### config.mk
export PLATFORM = sky130hd
export DESIGN_NAME = vga_text_renderer_flat
export DESIGN_NICKNAME = d
export VERILOG_FILES = /design/src/rtl/vga_text_renderer_if.sv /design/src/rtl/vga_text_renderer.sv /design/src/flat_wrapper.sv
export SDC_FILE = /design/constraint.sdc
export NUM_CORES = 1
export LEC_CHECK = 0
export ABC_AREA = 1
export CAP_MARGIN = 30
export CORE_MARGIN = 2
export CORE_UTILIZATION = 55
export CTS_CLUSTER_DIAMETER = 100
export CTS_CLUSTER_SIZE = 12
export DETAILED_ROUTE_END_ITERATION = 7
export PLACE_DENSITY_LB_ADDON = 0.15
export SLEW_MARGIN = 10
export SYNTH_ARGS = -nofsm -noshare
export SYNTH_HDL_FRONTEND = slang
export SYNTH_SLANG_ARGS = --single-unit
### constraint.sdc
create_clock -name clk50m -period 9.7 [get_ports clk50m]
set_input_delay 1.455 -clock clk50m [delete_from_list [all_inputs] [get_ports clk50m]]
set_output_delay 1.455 -clock clk50m [all_outputs]
set_load 0.02 [all_outputs]
### src/rtl/vga_text_renderer_if.sv
// vga_text_renderer_if: text RAM and font ROM read ports of the text renderer
interface vga_text_renderer_if;
  logic [10:0] text_addr;
  logic [7:0] text_data;
  logic [10:0] font_addr;
  logic [7:0] font_data;
  modport master(output text_addr, font_addr, input text_data, font_data);
  modport slave(input text_addr, font_addr, output text_data, font_data);
endinterface

### src/rtl/vga_text_renderer.sv
// vga_text_renderer: 80x25 text-mode pixel generator with a blinking underline cursor
module vga_text_renderer #(
  parameter int H_START = 39,
  parameter int V_START = 23,
  parameter int COLS = 80,
  parameter int ROWS = 25,
  parameter int CELL_W = 10,
  parameter int CELL_H = 24,
  parameter int BLINK_BIT = 4
) (
  input logic clk50m,
  input logic reset_n,
  input logic [10:0] col,
  input logic [9:0] row,
  input logic hsync_i,
  input logic vsync_i,
  input logic hblank_i,
  input logic vblank_i,
  vga_text_renderer_if.master mem,
  input logic [6:0] cursor_col,
  input logic [4:0] cursor_row,
  input logic cursor_en,
  output logic pixel,
  output logic hsync_o,
  output logic vsync_o,
  output logic hblank_o,
  output logic vblank_o
);
  localparam int RW = (2048 + CELL_W - 1) / CELL_W;
  localparam int RH = (65536 + CELL_H - 1) / CELL_H;
  logic active, hit_d, blank_d, pixel_d, pixel_q, vs_q;
  logic [9:0] x, y;
  logic [6:0] cc;
  logic [4:0] cr, line;
  logic [3:0] px;
  logic [10:0] text_addr_d, text_addr_q, font_addr_d, font_addr_q;
  logic [7:0] frame_d, frame_q;
  logic [4:1][3:0] px_q;
  logic [4:1] hit_q, blank_q;
  logic [2:1][3:0] grow_q;
  logic [4:3] inv_q;
  logic [4:0][3:0] sync_q;
  // cell index via fixed-point reciprocal multiply, exact over the active range; remainders need only low bits
  always_comb begin
    x = 10'(col - 11'(H_START));
    y = row - 10'(V_START);
    active = col >= 11'(H_START) && col < 11'(H_START + COLS * CELL_W) &&
             row >= 10'(V_START) && row < 10'(V_START + ROWS * CELL_H);
    cc = 7'((18'(x) * 18'(RW)) >> 11);
    cr = 5'((21'(y) * 21'(RH)) >> 16);
    px = x[3:0] - cc[3:0] * 4'(CELL_W);
    line = y[4:0] - cr * 5'(CELL_H);
    text_addr_d = active ? 11'(cr) * 11'(COLS) + 11'(cc) : '0;
    blank_d = hblank_i | vblank_i | ~active;
    hit_d = cursor_en & frame_q[BLINK_BIT] & active & (cc == cursor_col) &
            (cr == cursor_row) & (line >= 5'(CELL_H - 2));
    font_addr_d = {mem.text_data[6:0], grow_q[2]};
    frame_d = frame_q + 8'(vs_q & ~vsync_i);
    pixel_d = blank_q[4] ? 1'b0 : hit_q[4] ? 1'b1 :
              (~px_q[4][3] & mem.font_data[~px_q[4][2:0]]) ^ inv_q[4];
  end
  always_ff @(posedge clk50m) begin
    if (!reset_n) begin
      text_addr_q <= '0;
      font_addr_q <= '0;
      pixel_q <= 1'b0;
      frame_q <= '0;
      vs_q <= 1'b1;
      px_q <= '0;
      hit_q <= '0;
      blank_q <= '1;
      grow_q <= '0;
      inv_q <= '0;
      sync_q <= '1;
    end else begin
      text_addr_q <= text_addr_d;
      font_addr_q <= font_addr_d;
      pixel_q <= pixel_d;
      frame_q <= frame_d;
      vs_q <= vsync_i;
      px_q <= {px_q[3:1], px};
      hit_q <= {hit_q[3:1], hit_d};
      blank_q <= {blank_q[3:1], blank_d};
      grow_q <= {grow_q[1], line[4:1]};
      inv_q <= {inv_q[3], mem.text_data[7]};
      sync_q <= {sync_q[3:0], {hsync_i, vsync_i, hblank_i, vblank_i}};
    end
  end
  assign mem.text_addr = text_addr_q;
  assign mem.font_addr = font_addr_q;
  assign pixel = pixel_q;
  assign {hsync_o, vsync_o, hblank_o, vblank_o} = sync_q[4];
endmodule

### src/flat_wrapper.sv
// flat-port wrapper written by rule: the top's interface ports become plain ports
module vga_text_renderer_flat 
#(
  parameter int H_START = 39,
  parameter int V_START = 23,
  parameter int COLS = 80,
  parameter int ROWS = 25,
  parameter int CELL_W = 10,
  parameter int CELL_H = 24,
  parameter int BLINK_BIT = 4
)
  (clk50m, reset_n, col, row, hsync_i, vsync_i, hblank_i, vblank_i, cursor_col, cursor_row, cursor_en, pixel, hsync_o, vsync_o, hblank_o, vblank_o, mem_text_addr, mem_font_addr, mem_text_data, mem_font_data);
  vga_text_renderer_if mem_i ();
  input logic clk50m;
  input logic reset_n;
  input logic [10:0] col;
  input logic [9:0] row;
  input logic hsync_i;
  input logic vsync_i;
  input logic hblank_i;
  input logic vblank_i;
  input logic [6:0] cursor_col;
  input logic [4:0] cursor_row;
  input logic cursor_en;
  output logic pixel;
  output logic hsync_o;
  output logic vsync_o;
  output logic hblank_o;
  output logic vblank_o;
  output wire logic [$bits(mem_i.text_addr)-1:0] mem_text_addr;
  output wire logic [$bits(mem_i.font_addr)-1:0] mem_font_addr;
  input wire logic [$bits(mem_i.text_data)-1:0] mem_text_data;
  input wire logic [$bits(mem_i.font_data)-1:0] mem_font_data;
  assign mem_text_addr = mem_i.text_addr;
  assign mem_font_addr = mem_i.font_addr;
  assign mem_i.text_data = mem_text_data;
  assign mem_i.font_data = mem_font_data;
  vga_text_renderer #(.H_START(H_START), .V_START(V_START), .COLS(COLS), .ROWS(ROWS), .CELL_W(CELL_W), .CELL_H(CELL_H), .BLINK_BIT(BLINK_BIT)) u_core (.clk50m(clk50m), .reset_n(reset_n), .col(col), .row(row), .hsync_i(hsync_i), .vsync_i(vsync_i), .hblank_i(hblank_i), .vblank_i(vblank_i), .mem(mem_i), .cursor_col(cursor_col), .cursor_row(cursor_row), .cursor_en(cursor_en), .pixel(pixel), .hsync_o(hsync_o), .vsync_o(vsync_o), .hblank_o(hblank_o), .vblank_o(vblank_o));
endmodule
==> impl_metrics.tcl, run 1 <==
set metrics [dict create \
    root_buffer "clkbuf_16" \
    final_cells 1208 \
    cts_max_level 3 \
    finalClockSkew_ps 5.15 \
    drive_gt1_share_pct 7.17 \
    ys_types 37 \
    hp-class "reg2reg" \
    core-area_um2 13100 \
    async_reset_ff_share_pct 0 \
    die_x_um 119 \
    cts.clk_slew.worst_paths_ps 60 \
    cp_common_cell "nand2_1" \
    crit_path_end_kind "flop" \
    antenna_found_initial 0 \
    vias 5846 \
    arrival_ps 8760 \
    dieArea_um2 14200 \
    mostFrequentLayoutCells "inv_1 (204), nand2_1 (202), ha_1 (125), clkdlybuf4s50_1 (82), dfxtp_1 (82)" \
    cts_made_buffers 9 \
    holdBufCountCts 0 \
    ys_seq_area_share_pct 22.6 \
    placed_area_um2 8290 \
    worstSetupPathType "in2reg" \
    setup_viol 0 \
    grt_pass1_wl_um 25000 \
    rows 42 \
    reg2reg_setup_slack_ps 8280 \
    grt_pass1_vias 5358 \
    cap_violations 0 \
    syn2layout_area_growth_pct 18.1 \
    drc 0 \
    syn_avg_cell_area_um2 7.73 \
    grt_overflow 0 \
    max_stage_delay_ps 660 \
    start_kind "input pin" \
    cp_slowest_cell "clkdlybuf4s50_1" \
    fin_crit_ps 8550 \
    routabilityCongestion 0.889 \
    ys_ff_latch 82 \
    final_util_pct 65.7 \
    synth_warnings 0 \
    via_per_inst 4.84 \
    hold_viol 0 \
    synthTopCellsByArea "dfxtp_1 (23%), ha_1 (21%), fa_1 (13%)" \
    fmaxAchievable_mhz 117 \
    io_pins 83 \
    syn-cell-area_um2 7280 \
    diodes 0 \
    die_h_um 119 \
    crit_required_ps 9910 \
    worst-path-buf-inv 7 \
    drv_slew 0 \
    synth_enable_flop_cells 0 \
    start_util_pct 55.6 \
    cts_setup_buffers 0 \
    setup_tns_ps 0 \
    syn_inst 941 \
    post_cts_resized 0 \
    synthFlopType "dfxtp_1" \
    grt_start_max_net_pins 40 \
    place_inst 1192 \
    yosys.area.top_type "dfxtp_1" \
    slew_headroom_pct 44.1 \
    ant_nets 0 \
    drtIter0Drc 311 \
    synth_top_area_share_pct 22.6 \
    tightest_slew_ps 838 \
    path_max_fanout 8 \
    status "finished, final reports clean" \
    design_area_um2 8590 \
    finalCritPeriodShare_pct 88.2 \
    final_common_cell "inv_1" \
    cts.sinks 82 \
    routed_wl_um 14800 \
    post_drt_wl_per_cell_um 12.2 \
    hpwlAfterDp_um 12300 \
    crit_family "adder cells" \
    place.port_buffers 82 \
    rsz0062_at_grt "no" \
    clock_latency_ps 340 \
    track_usage_pct 21.9 \
    firstDrtPassIters 5 \
    clk_path_buf_depth 2 \
    cts_tree "yes" \
    nets 1255 \
    syn_nets 1169 \
]
worst min-delay path, cell delays in order, from the launching register on:
cell and delay, ps:
dfxtp_1 310, nand2_1 40, inv_1 40
cells by family (layout without fill, tap and decap cells):
group | Yosys count | count (layout) | synth area share (%)
buffers and inverters | 215 | 306 | 11.1
AOI/OAI and AO/OA | 61 | 61 | 4.73
adders and majority gates | 172 | 172 | 34.4
DFF | 82 | 82 | 22.6
and+or+nand+nor | 383 | 383 | 23.4
xor gates and xnor gates | 28 | 28 | 3.77
registers in the layout, summed over array words and instances (netlist names):
signal and count:
u_core.font_addr_d 4, u_core.frame_q 5, u_core.vblank_o 1, u_core.mem.text_addr 11, u_core.px_q 16, u_core.hsync_o 1, u_core.grow_q 4, u_core.hblank_o 1
u_core.pixel 1, u_core.vsync_o 1, u_core.sync_q 16, u_core.mem.font_addr 11, u_core.hit_q 4, u_core.inv_q 2, u_core.blank_q 4
cells in the mapped netlist, types with 8 or more instances:
| library cell | instances |
|---|---|
| fa_1 | 47 |
| o21ai_0 | 17 |
| dfxtp_1 | 82 |
| a21oi_1 | 28 |
| nor2_2 | 8 |
| nor2_1 | 65 |
| xor2_1 | 19 |
| or2_2 | 24 |
| nand4_1 | 12 |
| nand2_2 | 15 |
| inv_1 | 204 |
| nand3_1 | 38 |
| ha_1 | 125 |
| nand2_1 | 202 |
per-stage QoR:
step	setup slack, ps	hold WS [ps]
floorplan	2070	390
global placement	907	392
detailed placement	772	395
CTS	1130	409
global route	421	414
finish	1150	409
cell type report:
class,count,area (um2)
Multi-Input combinational cell,644,4830
Fill cell,1157,4490
Sequential cell,82,1640
Timing Repair Buffer,83,828
Inverter,207,777
Clock buffer,10,229
Tap cell,176,220
Clock inverter,6,72.6
routing by layer:
metal | vias to the layer above | global-route usage (%) | part of all wire (%)
li1 | 3073 | - | -
met1 | 2650 | 32.0 | 52
met2 | 114 | 34.1 | 43
met3 | 9 | 3.35 | 3.5
met4 | 0 | 4.91 | 0.93
met5 | - | 0 | 0
worst paths after layout:
| kind | start | end | cells after the start |
|---|---|---|---|
| worst max-delay path | row[0] | u_core.mem.text_addr[10] | 37 |
| worst max register to register | u_core.px_q[12] | u_core.pixel | 7 |
| worst min-delay path | u_core.grow_q[2] | u_core.font_addr_d[2] | 2 |
| worst min register to register | u_core.grow_q[2] | u_core.font_addr_d[2] | 2 |
Power of run 1 is not shown: default switching activity piles up to over one toggle a cycle in this logic, so the estimate is an artifact.
==> run 2, diff against run 1 <==
- CORE_UTILIZATION: 55 -> 29
==> run 2 against run 1 <==
Sequential share of layout area is 0.41 points lower. Worst hold slack got worse by 2.5 ps. Die area increased by 86%. Critical path depth is 1 higher. Count of clock-buffer cells in the layout fell by 1. Fmax rose by 2.4%.
==> impl_metrics.tcl, run 2 (synthesis results as in run 1) <==
set metrics [dict create \
    ir_drop_mv 0.268 \
    setup_viol 0 \
    routed_wl_um 16300 \
    core-area_um2 24500 \
    post_drt_wl_per_cell_um 12.0 \
    syn2layout_area_growth_pct 20.7 \
    drc 0 \
    cts_made_buffers 9 \
    cp_common_cell "nand2_1" \
    setup_tns_ps 0 \
    finalCritPeriodShare_pct 86.1 \
    firstDrtPassIters 4 \
    tightest_slew_ps 818 \
    worstReg2RegStart "u_core.px_q[12]" \
    power_density_nw_per_um2 369 \
    rsz0062_at_grt "no" \
    clock_latency_ps 350 \
    antenna_found_initial 0 \
    path_max_fanout 8 \
    holdBufCountCts 0 \
    mostFrequentLayoutCells "inv_1 (204), nand2_1 (202), ha_1 (125), clkdlybuf4s50_1 (82), dfxtp_1 (82)" \
    clk_path_buf_depth 2 \
    dieArea_um2 26400 \
    grt_busiest_layer "met1" \
    vias 5750 \
    place.port_buffers 82 \
    finalClockSkew_ps 7.17 \
    die_h_um 162 \
    cts_max_level 3 \
    cp_slowest_cell "fa_1" \
    routabilityCongestion 0.821 \
    worstSetupPathType "in2reg" \
    crit_family "adder cells" \
    arrival_ps 8580 \
    crit_path_end_kind "flop" \
    pwr-share-comb_pct 77.4 \
    fmaxAchievable_mhz 120 \
    hold_viol 0 \
    max_stage_delay_ps 540 \
    grt_overflow 0 \
    grt_pass1_vias 5594 \
    final_cells 1357 \
    met1_usage_pct 20.0 \
    drive_gt1_share_pct 7.36 \
    total_power_mw 3.24 \
    nFillCells 2559 \
    via_per_inst 4.24 \
    drv_slew 0 \
    switching_share_pct 52.3 \
    grtUsageMet3_pct 2.22 \
    p_int_mw 1.54 \
    worst_hold_slack_ps 407 \
    rr_worst_depth 7 \
    min_to "u_core.mem.font_addr[3]" \
    clockPowerShare_pct 10.7 \
    final_util_pct 35.9 \
    grt_pass1_wl_um 27700 \
    hp-class "reg2reg" \
    place_inst 1341 \
    root_buffer "clkbuf_16" \
    io_pins 83 \
    cts.sinks 82 \
    post_cts_resized 0 \
    ant_nets 0 \
    cts.clk_slew.worst_paths_ps 80 \
    reg2reg_setup_slack_ps 8270 \
    grt_start_max_net_pins 40 \
    fin_crit_ps 8350 \
    nets 1256 \
    reg_top3 "u_core.px_q: 16 flops, u_core.sync_q: 16 flops" \
    diodes 0 \
    rows 57 \
    regToRegEndpoint "u_core.pixel" \
    start_util_pct 29.7 \
    crit_required_ps 9930 \
    die_x_um 162 \
    start_kind "input pin" \
    pwr-share-seq_pct 11.9 \
    grt_util_met2_pct 19.5 \
    cts_setup_buffers 0 \
    worst-path-buf-inv 8 \
    min_from "u_core.font_addr_d[3]" \
    drtIter0Drc 273 \
    slew_headroom_pct 45.4 \
    hold_depth 2 \
    final_common_cell "inv_1" \
    status "finished, final reports clean" \
    cap_violations 0 \
    track_usage_pct 13.1 \
    leakage_nw 4.79 \
    power_switching_mw 1.69 \
    hpwlAfterDp_um 13700 \
    cts_tree "yes" \
]
==> run 2: changes by cell type in the layout (fill, tap and decap cells not counted), sizes merged <==
cell	delta
clkinvlp	+3
buf	+1
bufinv	-1
clkbuf	-1
inv	-1
==> run 2: final cells by class <==
cell class,instances,area (um2),area share (%)
inverter,207,777,8.85
clock buffer,9,225,2.56
tap,324,405,4.62
timing repair buffer,84,836,9.52
clock inverter,7,72.6,0.826
multi-input combinational,644,4830,54.9
sequential,82,1640,18.7
==> run 2: layer usage <==
layer | up-vias | wire (um)
li1 | 3077 | -
met1 | 2562 | 8850
met2 | 100 | 6620
met3 | 11 | 712
met4 | 0 | 86
met5 | - | 0
==> run 2: stage by stage <==
stage	cell area [um2]	setup slack [ps]
finish	8780	1350
global route	8780	647
CTS	8780	1320
detailed placement	8490	953
global placement	8490	1060
floorplan	7280	2070
==> run 2: worst max-delay path by stage <==
stage,start,cells past startpoint,endpoint,slack (ps)
after floorplan,row[0],36,u_core.mem.text_addr[10],2070
after global placement,row[0],38,u_core.mem.text_addr[10],1060
after detailed placement,row[0],38,u_core.mem.text_addr[10],950
after CTS,row[0],38,u_core.mem.text_addr[10],1320
after global routing,row[0],38,u_core.mem.text_addr[10],650
final,row[0],38,u_core.mem.text_addr[10],1350
==> run 2: worst min-delay path: cells and delay by family, from the launching register on <==
kind / cells / cell delay, ps
flip-flops: 1 / 310
AND/OR/NAND/NOR: 1 / 40
buffers and inverters: 1 / 40
==> run 2: power by group through the flow <==
stage / Combinational, mW / Sequential, mW / Clock (mW)
2_1_floorplan: 1.92 / 0.409 / 0
3_3_place_gp: 2.53 / 0.393 / 0
3_5_place_dp: 2.52 / 0.393 / 0
4_1_cts: 2.54 / 0.385 / 0.359
5_1_grt: 2.92 / 0.389 / 0.373
6_report: 2.51 / 0.385 / 0.347
No activity file was read; power rests on OpenSTA's default activity.
